**src/rtl/dec_stage_if.sv**
```systemverilog
// rtl/dec_stage_if.sv - fetch-side and execute-side handshake bundle of the decode stage
// Purpose: groups the inbound instruction stream and the outbound decoded bundle.
// Ports (signals):
//   in_valid/in_ready/inst/pc            - instruction offered by fetch
//   out_valid/out_ready                  - decoded bundle handshake toward execute
//   out_pc, rd, rs1, rs2, imm, alu_op,
//   op_class, mem_size, is_mem_sign,
//   mem_wbmask, mem_wen, rd_wen, illegal - registered decoded fields
// Modports: master = surrounding pipeline (fetch + execute), slave = decode stage.
interface dec_stage_if #(
  parameter int XLEN     = 32,
  parameter int REG_ID_W = 5
);
  logic                in_valid;
  logic                in_ready;
  logic [31:0]         inst;
  logic [XLEN-1:0]     pc;
  logic                out_valid;
  logic                out_ready;
  logic [XLEN-1:0]     out_pc;
  logic [REG_ID_W-1:0] rd;
  logic [REG_ID_W-1:0] rs1;
  logic [REG_ID_W-1:0] rs2;
  logic [XLEN-1:0]     imm;
  logic [3:0]          alu_op;
  logic [3:0]          op_class;
  logic [1:0]          mem_size;
  logic                is_mem_sign;
  logic [3:0]          mem_wbmask;
  logic                mem_wen;
  logic                rd_wen;
  logic                illegal;

  modport master (
    output in_valid, inst, pc, out_ready,
    input  in_ready, out_valid, out_pc, rd, rs1, rs2, imm, alu_op, op_class,
           mem_size, is_mem_sign, mem_wbmask, mem_wen, rd_wen, illegal
  );

  modport slave (
    input  in_valid, inst, pc, out_ready,
    output in_ready, out_valid, out_pc, rd, rs1, rs2, imm, alu_op, op_class,
           mem_size, is_mem_sign, mem_wbmask, mem_wen, rd_wen, illegal
  );
endinterface

```
**src/rtl/dec_stage.sv**
```systemverilog
// rtl/dec_stage.sv - registered, handshaked RV32I decode stage
// Purpose: decodes one RV32I instruction per cycle into a registered bundle for execute.
// Ports:
//   clock - rising-edge clock
//   reset - asynchronous active-low reset
//   flush - drops the held bundle and any instruction offered this cycle
//   bus   - dec_stage_if.slave: inbound inst/pc stream and outbound decoded bundle
module dec_stage #(
  parameter int XLEN     = 32,
  parameter int REG_ID_W = 5
) (
  input  logic        clock,
  input  logic        reset,
  input  logic        flush,
  dec_stage_if.slave  bus
);

  localparam logic [6:0] OP_LUI    = 7'b0110111;
  localparam logic [6:0] OP_AUIPC  = 7'b0010111;
  localparam logic [6:0] OP_JAL    = 7'b1101111;
  localparam logic [6:0] OP_JALR   = 7'b1100111;
  localparam logic [6:0] OP_BRANCH = 7'b1100011;
  localparam logic [6:0] OP_LOAD   = 7'b0000011;
  localparam logic [6:0] OP_STORE  = 7'b0100011;
  localparam logic [6:0] OP_IMM    = 7'b0010011;
  localparam logic [6:0] OP_REG    = 7'b0110011;
  localparam logic [6:0] OP_FENCE  = 7'b0001111;
  localparam logic [6:0] OP_SYSTEM = 7'b1110011;

  typedef enum logic [3:0] {
    C_NONE = 4'd0, C_IMM = 4'd1, C_REG = 4'd2, C_LOAD = 4'd3, C_STORE = 4'd4,
    C_LUI = 4'd5, C_AUIPC = 4'd6, C_JAL = 4'd7, C_JALR = 4'd8, C_BRANCH = 4'd9,
    C_FENCE = 4'd10, C_ECALL = 4'd11, C_EBREAK = 4'd12
  } op_class_e;

  logic [31:0] inst;
  logic [6:0]  opcode;
  logic [2:0]  funct3;
  logic [6:0]  funct7;

  assign inst   = bus.inst;
  assign opcode = inst[6:0];
  assign funct3 = inst[14:12];
  assign funct7 = inst[31:25];

  logic [XLEN-1:0] imm_i, imm_s, imm_b, imm_u, imm_j;

  assign imm_i = {{(XLEN-12){inst[31]}}, inst[31:20]};
  assign imm_s = {{(XLEN-12){inst[31]}}, inst[31:25], inst[11:7]};
  assign imm_b = {{(XLEN-12){inst[31]}}, inst[7], inst[30:25], inst[11:8], 1'b0};
  assign imm_u = {{(XLEN-32){inst[31]}}, inst[31:12], 12'b0};
  assign imm_j = {{(XLEN-20){inst[31]}}, inst[19:12], inst[20], inst[30:21], 1'b0};

  op_class_e       d_class;
  logic            d_illegal;
  logic [XLEN-1:0] d_imm;
  logic [3:0]      d_alu_op;
  logic [1:0]      d_mem_size;
  logic            d_mem_sign;
  logic [3:0]      d_wbmask;
  logic            d_mem_wen;
  logic            d_writes_rd;

  // Each legal case fills in its fields; anything unrecognised leaves the
  // all-zero defaults and only raises d_illegal.
  always_comb begin
    d_class     = C_NONE;
    d_illegal   = 1'b0;
    d_imm       = '0;
    d_alu_op    = 4'b0;
    d_mem_size  = 2'b0;
    d_mem_sign  = 1'b0;
    d_wbmask    = 4'b0;
    d_mem_wen   = 1'b0;
    d_writes_rd = 1'b0;
    if (inst[1:0] != 2'b11) begin
      d_illegal = 1'b1;
    end else begin
      unique case (opcode)
        OP_LUI:   begin d_class = C_LUI;   d_imm = imm_u; d_writes_rd = 1'b1; end
        OP_AUIPC: begin d_class = C_AUIPC; d_imm = imm_u; d_writes_rd = 1'b1; end
        OP_JAL:   begin d_class = C_JAL;   d_imm = imm_j; d_writes_rd = 1'b1; end
        OP_JALR: begin
          if (funct3 != 3'b000) d_illegal = 1'b1;
          else begin d_class = C_JALR; d_imm = imm_i; d_writes_rd = 1'b1; end
        end
        OP_BRANCH: begin
          if (funct3[2:1] == 2'b01) d_illegal = 1'b1;
          else begin d_class = C_BRANCH; d_imm = imm_b; d_alu_op = {1'b0, funct3}; end
        end
        OP_LOAD: begin
          // 011, 110 and 111 have no RV32I load
          if (funct3 == 3'b011 || funct3[2:1] == 2'b11) d_illegal = 1'b1;
          else begin
            d_class     = C_LOAD;
            d_imm       = imm_i;
            d_mem_size  = funct3[1:0];
            d_mem_sign  = !funct3[2];
            d_writes_rd = 1'b1;
          end
        end
        OP_STORE: begin
          if (funct3[2] || funct3[1:0] == 2'b11) d_illegal = 1'b1;
          else begin
            d_class    = C_STORE;
            d_imm      = imm_s;
            d_mem_size = funct3[1:0];
            d_mem_wen  = 1'b1;
            d_wbmask   = (funct3[1:0] == 2'b00) ? 4'b0001 :
                         (funct3[1:0] == 2'b01) ? 4'b0011 : 4'b1111;
          end
        end
        OP_IMM: begin
          // shift immediates carry funct7 in imm[11:5]; only SRAI may set bit 30
          if ((funct3 == 3'b001 && funct7 != 7'b0000000) ||
              (funct3 == 3'b101 && funct7 != 7'b0000000 && funct7 != 7'b0100000))
            d_illegal = 1'b1;
          else begin
            d_class     = C_IMM;
            d_imm       = imm_i;
            d_alu_op    = {inst[30] & (funct3 == 3'b101), funct3};
            d_writes_rd = 1'b1;
          end
        end
        OP_REG: begin
          if (funct7 == 7'b0000000 ||
              (funct7 == 7'b0100000 && (funct3 == 3'b000 || funct3 == 3'b101))) begin
            d_class     = C_REG;
            d_alu_op    = {inst[30], funct3};
            d_writes_rd = 1'b1;
          end else d_illegal = 1'b1;
        end
        OP_FENCE: d_class = C_FENCE;
        OP_SYSTEM: begin
          if (inst == 32'h0000_0073)      d_class = C_ECALL;
          else if (inst == 32'h0010_0073) d_class = C_EBREAK;
          else                            d_illegal = 1'b1;
        end
        default: d_illegal = 1'b1;
      endcase
    end
  end

  logic accept;

  assign bus.in_ready = !bus.out_valid || bus.out_ready;
  assign accept       = bus.in_valid && bus.in_ready && !flush;

  // Bundle data is only rewritten on accept, so it stays stable while stalled
  // and is left in place (not cleared) once consumed or flushed.
  always_ff @(posedge clock or negedge reset) begin
    if (!reset) begin
      bus.out_valid   <= 1'b0;
      bus.out_pc      <= '0;
      bus.rd          <= '0;
      bus.rs1         <= '0;
      bus.rs2         <= '0;
      bus.imm         <= '0;
      bus.alu_op      <= 4'b0;
      bus.op_class    <= 4'b0;
      bus.mem_size    <= 2'b0;
      bus.is_mem_sign <= 1'b0;
      bus.mem_wbmask  <= 4'b0;
      bus.mem_wen     <= 1'b0;
      bus.rd_wen      <= 1'b0;
      bus.illegal     <= 1'b0;
    end else begin
      if (flush) begin
        bus.out_valid <= 1'b0;
      end else if (accept) begin
        bus.out_valid <= 1'b1;
      end else if (bus.out_ready) begin
        bus.out_valid <= 1'b0;
      end
      if (accept) begin
        bus.out_pc      <= bus.pc;
        bus.rd          <= REG_ID_W'(inst[11:7]);
        bus.rs1         <= REG_ID_W'(inst[19:15]);
        bus.rs2         <= REG_ID_W'(inst[24:20]);
        bus.imm         <= d_imm;
        bus.alu_op      <= d_alu_op;
        bus.op_class    <= d_class;
        bus.mem_size    <= d_mem_size;
        bus.is_mem_sign <= d_mem_sign;
        bus.mem_wbmask  <= d_wbmask;
        bus.mem_wen     <= d_mem_wen;
        bus.rd_wen      <= d_writes_rd && (inst[11:7] != 5'd0);
        bus.illegal     <= d_illegal;
      end
    end
  end

endmodule

```
**src/flat_wrapper.sv**
```systemverilog
// flat-port wrapper written by rule: the top's interface ports become plain ports
module dec_stage_flat 
#(
  parameter int XLEN     = 32,
  parameter int REG_ID_W = 5
)
  (clock, reset, flush, bus_in_valid, bus_inst, bus_pc, bus_out_ready, bus_in_ready, bus_out_valid, bus_out_pc, bus_rd, bus_rs1, bus_rs2, bus_imm, bus_alu_op, bus_op_class, bus_mem_size, bus_is_mem_sign, bus_mem_wbmask, bus_mem_wen, bus_rd_wen, bus_illegal);
  dec_stage_if #(.XLEN(XLEN), .REG_ID_W(REG_ID_W)) bus_i ();
  input  logic clock;
  input  logic reset;
  input  logic flush;
  input wire logic [$bits(bus_i.in_valid)-1:0] bus_in_valid;
  input wire logic [$bits(bus_i.inst)-1:0] bus_inst;
  input wire logic [$bits(bus_i.pc)-1:0] bus_pc;
  input wire logic [$bits(bus_i.out_ready)-1:0] bus_out_ready;
  output wire logic [$bits(bus_i.in_ready)-1:0] bus_in_ready;
  output wire logic [$bits(bus_i.out_valid)-1:0] bus_out_valid;
  output wire logic [$bits(bus_i.out_pc)-1:0] bus_out_pc;
  output wire logic [$bits(bus_i.rd)-1:0] bus_rd;
  output wire logic [$bits(bus_i.rs1)-1:0] bus_rs1;
  output wire logic [$bits(bus_i.rs2)-1:0] bus_rs2;
  output wire logic [$bits(bus_i.imm)-1:0] bus_imm;
  output wire logic [$bits(bus_i.alu_op)-1:0] bus_alu_op;
  output wire logic [$bits(bus_i.op_class)-1:0] bus_op_class;
  output wire logic [$bits(bus_i.mem_size)-1:0] bus_mem_size;
  output wire logic [$bits(bus_i.is_mem_sign)-1:0] bus_is_mem_sign;
  output wire logic [$bits(bus_i.mem_wbmask)-1:0] bus_mem_wbmask;
  output wire logic [$bits(bus_i.mem_wen)-1:0] bus_mem_wen;
  output wire logic [$bits(bus_i.rd_wen)-1:0] bus_rd_wen;
  output wire logic [$bits(bus_i.illegal)-1:0] bus_illegal;
  assign bus_i.in_valid = bus_in_valid;
  assign bus_i.inst = bus_inst;
  assign bus_i.pc = bus_pc;
  assign bus_i.out_ready = bus_out_ready;
  assign bus_in_ready = bus_i.in_ready;
  assign bus_out_valid = bus_i.out_valid;
  assign bus_out_pc = bus_i.out_pc;
  assign bus_rd = bus_i.rd;
  assign bus_rs1 = bus_i.rs1;
  assign bus_rs2 = bus_i.rs2;
  assign bus_imm = bus_i.imm;
  assign bus_alu_op = bus_i.alu_op;
  assign bus_op_class = bus_i.op_class;
  assign bus_mem_size = bus_i.mem_size;
  assign bus_is_mem_sign = bus_i.is_mem_sign;
  assign bus_mem_wbmask = bus_i.mem_wbmask;
  assign bus_mem_wen = bus_i.mem_wen;
  assign bus_rd_wen = bus_i.rd_wen;
  assign bus_illegal = bus_i.illegal;
  dec_stage #(.XLEN(XLEN), .REG_ID_W(REG_ID_W)) u_core (.clock(clock), .reset(reset), .flush(flush), .bus(bus_i));
endmodule
```
**config.mk**
```make
export PLATFORM = sky130hd
export DESIGN_NAME = dec_stage_flat
export DESIGN_NICKNAME = d
export VERILOG_FILES = /design/src/rtl/dec_stage_if.sv /design/src/rtl/dec_stage.sv /design/src/flat_wrapper.sv
export SDC_FILE = /design/constraint.sdc
export NUM_CORES = 1
export LEC_CHECK = 0
export ABC_AREA = 0
export BUFFER_PORTS_ARGS = -buffer_cell sky130_fd_sc_hd__buf_2
export CORE_MARGIN = 1.5
export CORE_UTILIZATION = 45
export DETAILED_ROUTE_END_ITERATION = 8
export PLACE_DENSITY = 0.75
export SYNTH_ARGS = -nofsm -noshare
export SYNTH_HDL_FRONTEND = slang
export SYNTH_SLANG_ARGS = --single-unit
```
**constraint.sdc**
```tcl
create_clock -name clock -period 1.84 [get_ports clock]
set_clock_uncertainty 0.2 [all_clocks]
set_input_delay 0.092 -clock clock [delete_from_list [all_inputs] [get_ports clock]]
set_output_delay 0.092 -clock clock [all_outputs]
set_load 0.01 [all_outputs]
```
# Yosys cells after proc, flatten, opt, wreduce, memory -nomap -nowiden
# Cells that the tools add are included.
[totals]
ff_bits = 98
latchBits = 0
ramBits = 0
mem_bits_ro = 0
output_inout_bits = 99
mem_count = 0
[classes]
n_addsub = 0
mul = 0
div = 0
n_lt_le_gt_ge = 0
n_eq_ne = 23
n_shift = 0
n_mux = 56
bitwise_logic = 1
n_reduce_logical = 26
[op_table]
columns = ["op", "count"]
rows = [
  ["$pmux 32 s7", 1],
  ["$mux 32", 6],
  ["$mux 4", 13],
  ["$pmux 4 s11", 1],
  ["$eq 32x21->1 const B", 1],
  ["$eq 32x7->1 const B", 1],
  ["$eq 7x6->1 const B", 4],
  ["$eq 7x7->1 const B", 4],
  ["$mux 1", 24],
  ["$eq 7x5->1 const B", 2],
  ["$pmux 4 s3", 1],
  ["$mux 2", 5],
  ["$pmux 1 s8", 1],
  ["$eq 7x2->1 const B", 1],
  ["$eq 7x4->1 const B", 1],
  ["$logic_and 1x1->1", 7],
  ["$logic_not 7->1", 1],
  ["$ne 7x6->1 const B", 1],
  ["$reduce_bool 7->1", 1],
  ["$logic_or 1x1->1", 6],
  ["$mux 3", 2],
  ["$reduce_bool 3->1", 2],
  ["$pmux 1 s5", 1],
  ["$reduce_bool 5->1", 1],
  ["other kinds (14)", 18],
]

# Logic depth before layout (Yosys ltp)
[depth]
depth_word = 8
depth_mapped = 7
ltp_nobuf = 6

# Worst setup path after synthesis
# OpenSTA, ideal clock, no wires.
[synth_timing]
path_type = "register to register"
start = "register u_core.bus.out_valid"
end = "register u_core.bus.imm[1]"
arrival_ns = 1.632
required_ns = 1.514
setup_slack_ns = -0.117
path_stages_with_launch = 7
synth_period_minus_slack_ns = 1.957
path_cell_list = "dfrtp_1 -> nor2b_1 -> inv_1 -> and4b_1 -> o31a_1 -> nor2b_1 -> a221o_1"
[synth_between]
elab_chain_cells = 4
[synth_rtl]
columns = ["item", "line_no", "source"]
rows = [
  ["start, declared", "dec_stage_if.sv:42", "output in_ready, out_valid, out_pc, rd, rs1, rs2, imm, alu_op, op_class,"],
  ["start signal, assigned", "dec_stage.sv:153", "bus.out_valid <= 1'b0;"],
  ["start signal, assigned", "dec_stage.sv:169", "bus.out_valid <= 1'b0;"],
  ["start signal, assigned", "dec_stage.sv:171", "bus.out_valid <= 1'b1;"],
  ["$logic_not 1->1", "dec_stage.sv:146", "assign bus.in_ready = !bus.out_valid || bus.out_ready;"],
  ["$logic_or 1x1->1", "dec_stage.sv:146", ""],
  ["named net bus_in_ready", "flat_wrapper.sv:16", "output wire logic [$bits(bus_i.in_ready)-1:0] bus_in_ready;"],
  ["$logic_and 1x1->1 (2 in a row)", "dec_stage.sv:147", "assign accept = bus.in_valid && bus.in_ready && !flush;"],
  ["end signal, assigned", "dec_stage.sv:180", "bus.imm <= d_imm;"],
  ["end, declared", "dec_stage_if.sv:42", ""],
]
# The timed path passes the listed nets, and every way through them passes these cells.
# A chain may end at the register's enable or synchronous reset.

# Worst setup path in the final report
[layout_timing]
start = "register u_core.bus.out_valid"
end = "register u_core.bus.alu_op[3]"
[layout_between]
elab_chain_cells = 4
[layout_rtl]
columns = ["item", "line_no", "source"]
rows = [
  ["$logic_not 1->1", "dec_stage.sv:146", ""],
  ["$logic_or 1x1->1", "dec_stage.sv:146", ""],
  ["$logic_and 1x1->1 (2 in a row)", "dec_stage.sv:147", ""],
  ["end signal, assigned", "dec_stage.sv:181", "bus.alu_op <= d_alu_op;"],
  ["end, declared", "dec_stage_if.sv:42", ""],
]
# Every way passes these cells.

==> out/qor.csv <==
metric,value,unit
Worst-Margin Slew,0.823,ns
r2r startpoint,u_core.bus.out_valid,
crit path capture type,register,
row cnt,36,
Core ar.,9730,sq um
WL per Instance,17.8,um
Final setup viols,0,
"most common cell after layout, fill and taps aside",buf_2,
initial core utilization,46.0,%
Iteration-0 DRC Markers,230,
Mapped Avg Cell Area,9.51,sq um
antenna violations before repair,0,
CP max FO,4,
first drt pass iteration count,5,
mean number of vias per cell,5.45,
Worst Hold Class,in -> reg,
Synth Warn #,0,
maximum clock frequency,552,MHz
slew margin rel.,45.1,%
Final Util,71.0,%
gr ovfl total,0,
ys async rst share,100,%
Final #Nets,834,
max_cap viols,0,
Yosys reg bits,96,
total wire length,16000,um
"commonest cells after routing, fill and taps aside","167 x buf_2, 164 x nand2_1, 96 x dfrtp_1",
status,completed,
Die Area,10600,sq um
"Slew Viols, Final",0,
worst hold slack,0.0120,ns
CP Capture Point,u_core.bus.alu_op[3],
Fill cells,740,
worst vdd ir,405,uV
worst flop-to-flop path endpoint,u_core.bus.alu_op[3],
CTS root buffer,clkbuf_8,
fin crit period,1.81,ns
arrival time at the worst endpoint,1.92,ns
# IOs,168,
sequential area share after synthesis,53.6,%
share of layout cells above drive strength 1,37.9,%
CP Launch Type,register,
Post-synth top flop,dfrtp_1,
synthesized cell area,4480,sq um
"setup slack, reg-to-reg",0.03,ns
Pleak,0.00365,uW
DIE HEIGHT,103,um
DRC,0,
Syn Nets,540,
number of synthesized flops with an enable pin,0,
sequential cell area,2400,sq um
All-Layer GR Usage,29.9,%
crit path kind,reg -> reg,
area of the multi-input gates,1990,sq um
RSZ-0062 raised after global routing,true,
Cells after Synth,471,
"Req. time, crit path",1.95,ns
CP startpoint,u_core.bus.out_valid,
CTS Sinks,96,
final worst slack,0.0269,ns
htree depth,3,
ANT nets after route,0,
die width,103,um
Clock Tree Buf Depth,2,
worst-case reg-to-reg path depth,7,
port bufs,167,
synth-to-layout area growth,54.3,%
cts bufs inserted,9,
fin crit share,98.5,%
CTS tree,built,
pwr dens,683,nW/um^2
pin count of the biggest net entering global routing,44,
vias in the first global route,4840,
first-pass GRT wire length,24000,um
"Clk pin slew, worst setup/hold paths",0.09,ns
Clock Latency Late Sink,0.36,ns
Post-DP HPWL,10800,um
routed via count,4925,
n_diodes,0,
"Hold Vio Cnt, Final",0,
postcts setup bufs,0,
Netlist cell types,59,
Setup WS pre-CTS,-0.148,ns
GPL Wtd Cong,0.915,
[how the worst min path moves through the flow]
stage                       from                    to  slack [ns]  depth (start not counted)
floorplan                  reset  u_core.bus.alu_op[0]       -0.40                          0
global placement           reset  u_core.bus.out_pc[0]       -0.15                          1
detailed placement         reset  u_core.bus.out_pc[4]       -0.15                          1
CTS                 bus_inst[12]  u_core.bus.alu_op[0]       0.002                          3
global route        bus_inst[12]  u_core.bus.alu_op[0]        0.03                          3
finish              bus_inst[12]  u_core.bus.alu_op[0]        0.01                          3
[report_power, final]
group          internal [uW]  switching [uW]
Clock                    639             763
Sequential              2260            80.9
Combinational            451             529
Total                   3350            1370
[final cells by class]
cell class | count | share of cell area, %
clock buffers | 10 | 1.85
flip-flops and latches | 96 | 34.8
clock inverters | 6 | 0.978
multi-input cells | 342 | 28.8
repair buffers | 313 | 31.0
well taps | 133 | 2.41
inverters | 3 | 0.163
[registers in the layout, summed over array words and instances, names as in the netlist, 2 cells and up]
register	flops
u_core.bus.imm	32
u_core.bus.out_pc	32
u_core.bus.rd	5
u_core.bus.rs1	5
u_core.bus.rs2	5
u_core.bus.alu_op	4
u_core.bus.op_class	4
u_core.bus.mem_size	2
u_core.bus.mem_wbmask	2
[metal layers]
metal / share of wire [%] / GRT usage, % / vias to the layer above
met4: 2.3 / 11.9 / 0
met5: 0 / 0 / -
met2: 50 / 53.5 / 209
met3: 6.4 / 5.15 / 33
li1: - / - / 2259
met1: 41 / 35.9 / 2424
[cell usage after synthesis, drive strengths merged (2+ instances only)]
cell      n  share of area (%)
a31oi     3               0.42
o31ai     2               0.34
nand4     3               0.42
nor2     15                1.4
nor3     11                1.5
and4b     2               0.45
a21oi     4               0.53
nand3b    3               0.59
dfrtp    96                 54
o211ai    4               0.67
a22o      6                1.2
a32oi    10                2.0
mux2      3               0.75
o311ai    2               0.78
and2      7               0.98
nor2b     7               0.98
a32o      8                1.8
inv       3               0.25
buf      11                1.6
nand3     5               0.56
nor4b     2               0.53
o21bai    2               0.34
nand2b    3               0.42
clkbuf   20                1.7
nand2   165                 14
and3      3               0.42
a21o      3               0.50
a221o    15                3.4
nor4      5               0.70
o21ai    27                3.0
a211oi    6                1.4
a21boi    2               0.42
[critical path, stage by stage, from the launching register on]
cell and delay, ns:
dfrtp_1 0.38, nor2b_4 0.13, buf_4 0.13, nor3b_4 0.20
nand2_2 0.11, a211oi_2 0.26, buf_4 0.17, a32o_1 0.17
[metrics by stage]
stage | TNS (ns) | std cells | area, sq um | power [uW]
3_5_place_dp | -2.74 | 823 | 6020 | 3230
2_1_floorplan | -0.0377 | 471 | 4500 | 2730
6_report | 0 | 903 | 6910 | 4720
4_1_cts | 0 | 901 | 6860 | 4720
5_1_grt | -0.340 | 903 | 6910 | 4930
3_3_place_gp | -2.48 | 823 | 6020 | 3200
[logic make-up after synthesis]
logic type	synth area share, %
flops	53.6
compound gates	17.7
mux	0.978
simple gates	24.0
xor+xnor	0.196
buf+inv	3.49
[repair_timing]
item / CTS / global route
hold buffers: 63 / 0
endpoints found under the hold margin: 180 / 0
setup endpoints to repair: 27 / 32
cloned: 0 / 2
pin swaps: 0 / 1
resized for setup: 4 / 13
Power figures use the tool's default switching activity.
